[config.mk]
export PLATFORM = sky130hd
export DESIGN_NAME = shift_sequencer
export DESIGN_NICKNAME = d
export VERILOG_FILES = /design/src/rtl/shift_sequencer.sv
export SDC_FILE = /design/constraint.sdc
export NUM_CORES = 1
export LEC_CHECK = 0
export BUFFER_PORTS_ARGS = -buffer_cell sky130_fd_sc_hd__clkbuf_2
export CORE_MARGIN = 2
export CORE_UTILIZATION = 45
export DETAILED_ROUTE_END_ITERATION = 7
export GPL_ROUTABILITY_DRIVEN = 1
export PLACE_DENSITY = 0.85
export SLEW_MARGIN = 20
export SYNTH_ARGS = -nofsm -noshare
export SYNTH_HDL_FRONTEND = slang
export SYNTH_SLANG_ARGS = --single-unit
[constraint.sdc]
create_clock -name clk -period 2.9 [get_ports clk]
set_input_delay 0.29 -clock clk [delete_from_list [all_inputs] [get_ports clk]]
set_output_delay 0.29 -clock clk [all_outputs]
set_load 0.03 [all_outputs]
[src/rtl/shift_sequencer.sv]
// rtl/shift_sequencer.sv - multi-pass sequencer driving a downstream combinational shifter
//
// Breaks a shift of up to 2^WIDTH-1 positions into passes through an external
// shifter whose amount field is only WIDTH-2 bits wide. Per-pass limits are
// M0 = min(WIDTH-1, 2^(WIDTH-2)-1) for dir=0 and M1 = min(WIDTH/2, 2^(WIDTH-2)-1)
// for dir=1.
//
// Optional feature macro: SHIFT_SEQ_PASS_COUNT_EN adds output pass_cnt.
//
// Ports:
//   clk, rst                 rising-edge clock, synchronous active-high reset
//   req_valid/req_ready      request handshake
//   req_data, req_amt        value to shift, total shift amount
//   req_dir, req_fill        direction and fill bit for the shifter
//   sh_in, sh_ctrl           operand and control {fill, chunk, dir} to shifter
//   sh_out, sh_ovf           shifter result and shifted-out bits
//   res_valid/res_ready      result handshake
//   res_data, res_ovf        final value, sticky "a 1 was shifted out" flag
//   pass_cnt                 (macro only) passes used by the current operation

module shift_sequencer #(
    parameter int WIDTH = 4
) (
    input  logic             clk,
    input  logic             rst,
    input  logic             req_valid,
    output logic             req_ready,
    input  logic [WIDTH-1:0] req_data,
    input  logic [WIDTH-1:0] req_amt,
    input  logic             req_dir,
    input  logic             req_fill,
    output logic [WIDTH-1:0] sh_in,
    output logic [WIDTH-1:0] sh_ctrl,
    input  logic [WIDTH-1:0] sh_out,
    input  logic [WIDTH-1:0] sh_ovf,
    output logic             res_valid,
    input  logic             res_ready,
    output logic [WIDTH-1:0] res_data,
    output logic             res_ovf
`ifdef SHIFT_SEQ_PASS_COUNT_EN
    ,
    output logic [WIDTH-1:0] pass_cnt
`endif
);

    // Largest amount the WIDTH-2 bit chunk field can carry. For WIDTH >= 8 the
    // field is always wider than needed, so skip the power to avoid overflow.
    localparam int CH_LIM = (WIDTH >= 8) ? WIDTH : (1 << (WIDTH - 2)) - 1;
    localparam int M0     = ((WIDTH - 1) < CH_LIM) ? (WIDTH - 1) : CH_LIM;
    localparam int M1     = ((WIDTH / 2) < CH_LIM) ? (WIDTH / 2) : CH_LIM;
    localparam logic [WIDTH-1:0] M0_W = WIDTH'(M0);
    localparam logic [WIDTH-1:0] M1_W = WIDTH'(M1);

    typedef enum logic [1:0] {
        IDLE = 2'd0,
        PASS = 2'd1,
        HOLD = 2'd2
    } state_t;

    state_t           state_q, state_d;
    logic [WIDTH-1:0] work_q, work_d;
    logic [WIDTH-1:0] rem_q, rem_d;
    logic             dir_q, dir_d;
    logic             fill_q, fill_d;
    logic             ovf_q, ovf_d;
`ifdef SHIFT_SEQ_PASS_COUNT_EN
    logic [WIDTH-1:0] cnt_q, cnt_d;
`endif

    logic [WIDTH-1:0] m_dir;
    logic [WIDTH-1:0] chunk;
    logic [WIDTH-1:0] rem_next;

    always_comb begin
        state_d   = state_q;
        work_d    = work_q;
        rem_d     = rem_q;
        dir_d     = dir_q;
        fill_d    = fill_q;
        ovf_d     = ovf_q;
`ifdef SHIFT_SEQ_PASS_COUNT_EN
        cnt_d     = cnt_q;
`endif
        req_ready = 1'b0;
        res_valid = 1'b0;
        res_data  = '0;
        res_ovf   = 1'b0;
        sh_in     = '0;
        sh_ctrl   = '0;

        // chunk never exceeds rem_q, so rem_next cannot wrap
        m_dir    = dir_q ? M1_W : M0_W;
        chunk    = (rem_q < m_dir) ? rem_q : m_dir;
        rem_next = rem_q - chunk;

        case (state_q)
            IDLE: begin
                req_ready = 1'b1;
                if (req_valid) begin
                    work_d  = req_data;
                    rem_d   = req_amt;
                    dir_d   = req_dir;
                    fill_d  = req_fill;
                    ovf_d   = 1'b0;
`ifdef SHIFT_SEQ_PASS_COUNT_EN
                    cnt_d   = '0;
`endif
                    state_d = (req_amt != '0) ? PASS : HOLD;
                end
            end
            PASS: begin
                sh_in   = work_q;
                sh_ctrl = {fill_q, chunk[WIDTH-3:0], dir_q};
                work_d  = sh_out;
                rem_d   = rem_next;
                ovf_d   = ovf_q | (|sh_ovf);
`ifdef SHIFT_SEQ_PASS_COUNT_EN
                cnt_d   = cnt_q + 1'b1;
`endif
                if (rem_next == '0) begin
                    state_d = HOLD;
                end
            end
            HOLD: begin
                res_valid = 1'b1;
                res_data  = work_q;
                res_ovf   = ovf_q;
                if (res_ready) begin
                    state_d = IDLE;
                end
            end
            default: begin
                state_d = IDLE;
            end
        endcase
    end

    always_ff @(posedge clk) begin
        if (rst) begin
            state_q <= IDLE;
            work_q  <= '0;
            rem_q   <= '0;
            dir_q   <= 1'b0;
            fill_q  <= 1'b0;
            ovf_q   <= 1'b0;
`ifdef SHIFT_SEQ_PASS_COUNT_EN
            cnt_q   <= '0;
`endif
        end else begin
            state_q <= state_d;
            work_q  <= work_d;
            rem_q   <= rem_d;
            dir_q   <= dir_d;
            fill_q  <= fill_d;
            ovf_q   <= ovf_d;
`ifdef SHIFT_SEQ_PASS_COUNT_EN
            cnt_q   <= cnt_d;
`endif
        end
    end

`ifdef SHIFT_SEQ_PASS_COUNT_EN
    assign pass_cnt = cnt_q;
`endif

endmodule

; ---- Yosys cells after proc, flatten, opt, wreduce, memory -nomap -nowiden
; Cells that the tools add are included.
[word_totals]
out_inout_bits = 15
inputBits = 22
register_bits = 13
wordCells = 41
[classes]
n_lt_le_gt_ge = 1
n_mux = 19
add_sub_neg = 1
reduce_logical = 8
eq_ne = 5
bitwise = 1
[ops]
columns = op, count
row1 = 4-bit 2-to-1 mux, 6
row2 = 4-bit one-hot mux with 2 select lines, 2
row3 = 2-bit 2-to-1 mux, 4
row4 = "2-bit != test, second input constant", 3
row5 = 2-bit one-hot mux with 3 select lines, 1
row6 = 1-bit 2-to-1 mux, 5
row7 = 4-bit zero test, 1
row8 = 4-bit by 2-bit < comparator with 1-bit output, 1
row9 = 2-bit AND reduction, 2
row10 = 4-bit nonzero test, 1
row11 = 4-bit OR reduction, 1
row12 = 4-bit subtractor, 1
row13 = 3-bit AND reduction, 1
row14 = "2-bit by 1-bit equality test with 1-bit output, second input constant", 1
row15 = "2-bit equality test, second input constant", 1
row16 = 2-bit zero test, 1
row17 = 1-bit one-hot mux with 2 select lines, 1
row18 = 2-bit nonzero test, 1
row19 = 1-bit OR, 1

; ---- Longest topological paths before layout
[depth]
depth_word = 7
ltp_mapped = 10
depth_no_buf = 9

; ---- Least setup slack after synthesis
; Ideal clock, no wire load.
[synth_path]
path_type = register to register
start = register rem_q[3]
end = register state_q[0]
t_required_ns = 2.783
path_buffers = 1
setup_time_ns = 0.117
slack_ns = 0.782
synth_period_minus_slack_ns = 2.118
stages_incl_launch_ff = 11
arrival_ns = 2.001
cell_sequence = dfxtp_1 -> buf_2 -> or3_1 -> a21oi_1 -> ha_1 -> inv_1 -> ha_1 -> nand2b_1 -> o32ai_2 -> nand3_1 -> and4bb_2
[synth_via]
elab_chain_cells = 6
[synth_lines]
columns = element, line
row1 = from (decl), 62  ; logic [WIDTH-1:0] rem_q, rem_d;
row2 = from (signal assigned), 152  ; rem_q <= rem_d;
row3 = 4-bit by 2-bit < comparator with 1-bit output, 93  ; chunk = (rem_q < m_dir) ? rem_q : m_dir;
row4 = 4-bit 2-to-1 mux, 93
row5 = 4-bit subtractor (*), 94  ; rem_next = rem_q - chunk;
row6 = 4-bit zero test (*), 120  ; if (rem_next == '0) begin
row7 = 2-bit != test (no source line) (*), -
row8 = 3-bit AND reduction (no source line) (*), -
row9 = to (signal assigned), 150  ; state_q <= state_d;
row10 = to (decl), 60  ; state_t state_q, state_d;
; Mark *: on every way between the ends. The rest lies on a longest branch, timed or not.
; A chain may end at the register's enable or synchronous reset.

; ---- Worst setup path in the final report
; Same ends and word-level chain as after synthesis.

==> results.md <==
Status:
- The flow ran to the end, and the final reports show no timing, DRC or antenna violations.

Clocking:
- No sink is reached through more buffers than the 2 on the longest clock path.
- Post-CTS repair changed the size of 0 cells.
- CTS built an H-tree with a depth of 1.
- For the worst-skew pair, the clock arrives at the later sink with an insertion delay of 0.28 ns.
- The clock tree from TritonCTS is done.
- The count of buffers added by post-CTS timing repair for setup is 0.
- Clock-pin slew was measured on the worst setup and hold paths at 0.08 ns.
- The clock sink count is 13.
- The number of hold buffers added after CTS is 0.
- The number of buffers inserted during clock tree synthesis is 3.
- The clock root buffer is sky130_fd_sc_hd__clkbuf_4.

STA:
- The worst pin sits at a relative slew slack of 0.595.
- The max-slew violation count is 0.
- The portion of the clock cycle consumed by the worst path in the final layout is 0.794.
- The maximum clock rate is 434 MHz.
- Setup repair after global routing left no endpoint under its margin.
- The final-report hold violation count was 0.
- The setup violation total in the final timing report is 0.
- The clock arrives with 0.000921 ns of skew.
- The summed negative setup slack over all endpoints is 0 ns.
- The transition at the pin with the smallest max-transition slack is 0.607 ns.
- The worst path needs 2.30 ns of the cycle, external delays included.

Synth:
- Counting flops and latches in the post-synthesis netlist gives 13.
- Of the post-synthesis cell area, the dominant cell type holds 0.318.
- The mean area per synthesized cell is 7.37 um^2.
- The gate count after technology mapping is 111.
- After synthesis, the netlist uses 29 different library cells.
- The warning count from the yosys run is 0.
- The net count after synthesis is 135.
- In the post-synthesis netlist, the biggest area contributors are sky130_fd_sc_hd__dfxtp_1 (32%), sky130_fd_sc_hd__and2_1 (9.9%), sky130_fd_sc_hd__nand2_1 (7.3%), sky130_fd_sc_hd__nor2_1 (7.3%), sky130_fd_sc_hd__a311oi_1 (6.4%).
- Summing every instance area after synthesis gives 818 um^2.
- The biggest area contributor in the post-synthesis netlist is sky130_fd_sc_hd__dfxtp_1.
- The share of synthesized area occupied by flip-flops and latches is 0.318.

Setup path:
- The signal on the critical path passes through or3_1, a21oi_1, ha_1, inv_1, ha_1, nand2b_1, o32ai_2, nand3_1, and4bb_2.
- By startpoint and endpoint, the worst setup path is classified as flip-flop to flip-flop.
- STA puts the critical path data required time at 3.08 ns.
- The biggest fanout along the worst timing path is 9.
- The arrival time at the worst endpoint is 2.48 ns.
- The kind of capture point of the worst setup path is a flip-flop.
- The worst-path cell with the longest stage delay is sky130_fd_sc_hd__or3_1.
- The largest single stage delay on the critical path is 0.40 ns.
- The most frequent cell on the critical path is sky130_fd_sc_hd__ha_1.
- STA classifies the critical path startpoint as a flip-flop.
- The worst path buffer plus inverter count is 1.
- The family with the most delay on the worst path is simple AND/OR/NAND/NOR gates.

Layout:
- Compared with the post-synthesis result, the final layout area differs by 25.8%.
- The non-filler instance count after layout is 170.
- The fraction of final layout cells with drive strength greater than 1 is 0.297.
- The net count of the finished layout is 170.
- The finished cells cover 0.00103 mm^2.
- 0 antenna diodes ended up in the layout.
- The library cells used most frequently in the layout, excluding fill and tap cells, are sky130_fd_sc_hd__clkbuf_2 (36), sky130_fd_sc_hd__nor2_1 (16), sky130_fd_sc_hd__nand2_1 (16).
- Leaving out fill and tap cells, the most frequent cell in the layout is sky130_fd_sc_hd__clkbuf_2.

Die:
- For this design the top-level I/O count stands at 37.
- The die covers 0.00218 mm^2.
- The core outline area is 0.00173 mm^2.
- The y dimension of the die is 46.6 um.
- The floorplan die width is 46.6 um.
- The initial core utilization is 0.474.
- Row generation in the floorplan step produced 15 rows.

Placement:
- During placement, the flow inserted port buffers numbering 36.
- At the end of routability-driven placement, the weighted congestion stood at 0.883.
- After detailed placement, the design holds a cell count of 166.
- Once detailed placement completed, the half-perimeter wirelength came to 1.55 mm.
- The post-placement cell area is 0.00100 mm^2.

Pwr:
- IR analysis of the VDD net gives a maximum drop of 301 uV.
- Summed over all cells, the static leakage comes to 0.486 nW.
- In this run the power density over the cells is 552 mW/mm^2.
- The post-route total power is 0.000569 W.

Flow run:
- The count of max-cap constraint violations is 0.

Drt:
- The number of detailed-route iterations in the first pass is 4.
- The number of antenna-violating nets in the routed design is 0.
- The aggregate routed wire length is 2.04 mm.
- The detailed router finished its first iteration with 6 violations.
- For this run, design rule violations remaining after detail routing come to 0.
- Dividing the detail-routed wire length by the instance count gives 12.0 um.
- Using the TritonRoute via totals, the vias-per-cell ratio works out to 5.21.
- The detailed-route via count is 886.

GRT:
- Entering global routing, the biggest net connects 17 pins.
- The global router's overall resource usage is 0.218.
- The wire length of the first global-routing pass is 3.27 mm.
- The initial antenna violation count came to 0.
- The via count of the first global-routing pass came to 804.
- Summed over all layers, the global routing overflow is 0.

Worst hold path:
- The worst min-delay path class is primary input to flip-flop.
-- routing by layer --
| layer | up-vias | GRT usage | wire, um |
|---|---|---|---|
| li1 | 450 | - | - |
| met1 | 405 | 0.236 | 839 |
| met2 | 26 | 0.383 | 1080 |
| met3 | 5 | 0.0431 | 82 |
| met4 | 0 | 0.133 | 44 |
| met5 | - | 0 | 0 |
-- flip-flops by register name (all words and copies together), names as in the netlist --
name,flops
work_q,4
dir_q,1
ovf_q,1
state_q,2
rem_q,4
fill_q,1
-- layout make-up --
| class | instances | area, um^2 |
|---|---|---|
| fillers | 172 | 697 |
| multi-input cells | 87 | 513 |
| flip-flops and latches | 13 | 260 |
| repair buffers | 36 | 180 |
| well taps | 25 | 31.3 |
| clock buffers | 4 | 26.3 |
| inverters | 5 | 18.8 |
-- synth_stat cells (all sizes together) --
cell	count
nor2b	2
o31ai	1
buf	3
inv	5
clkbuf	3
a21oi	7
dfxtp	13
nor3	2
a311oi	7
nand3	1
o21ai	3
o21bai	1
o22ai	1
nand2	16
nor2	17
or4	1
and3b	1
and2	13
a211oi	1
and2b	1
nor4	1
ha	2
or3	1
o32ai	1
nand2b	5
and4bb	1
a311o	1
-- final timing paths --
path	startpoint	cells past startpoint	slack, ns	endpoint
worst max register to register	rem_q[3]$_SDFFE_PP0P_	9	0.60	state_q[0]$_SDFFE_PP0P_
worst max-delay path	rem_q[3]$_SDFFE_PP0P_	9	0.60	state_q[0]$_SDFFE_PP0P_
worst min register to register	ovf_q$_SDFFE_PP0P_	2	0.47	ovf_q$_SDFFE_PP0P_
worst min-delay path	req_fill	3	0.22	fill_q$_SDFFE_PP0P_
-- report_power, final --
| part | total, W | switching [W] | internal [W] |
|---|---|---|---|
| registers | 0.000230 | 0.0000279 | 0.000202 |
| clock network | 0.000114 | 0.0000610 | 0.0000535 |
| logic | 0.000224 | 0.000133 | 0.0000917 |
-- worst register-to-register path, cell delays in order (launching register included) --
cell                       delay [ns]
sky130_fd_sc_hd__dfxtp_1         0.39
sky130_fd_sc_hd__or3_1           0.41
sky130_fd_sc_hd__a21oi_1         0.20
sky130_fd_sc_hd__ha_1            0.24
sky130_fd_sc_hd__inv_1           0.08
sky130_fd_sc_hd__ha_1            0.20
sky130_fd_sc_hd__nand2b_1        0.17
sky130_fd_sc_hd__o32ai_2         0.17
sky130_fd_sc_hd__nand3_1         0.10
sky130_fd_sc_hd__and4bb_2        0.25
-- through the flow --
stage / setup slack [ns] / hold slack (ns) / util
CTS: 0.623 / 0.230 / 0.596
global placement: 0.764 / 0.445 / 0.581
floorplan: 0.782 / 0.358 / -
finish: 0.597 / 0.224 / 0.596
global route: 0.402 / 0.230 / 0.596
detailed placement: 0.644 / 0.461 / 0.581
-- logic make-up (layout without fill, tap and decap cells) --
logic type | Yosys count | in the layout | synth area share
fa+ha+maj | 2 | 2 | 0.0306
flops | 13 | 13 | 0.318
compound gates | 23 | 23 | 0.211
buf+inv | 11 | 45 | 0.0550
simple gates | 62 | 62 | 0.385
Power figures use the tool's default switching activity.
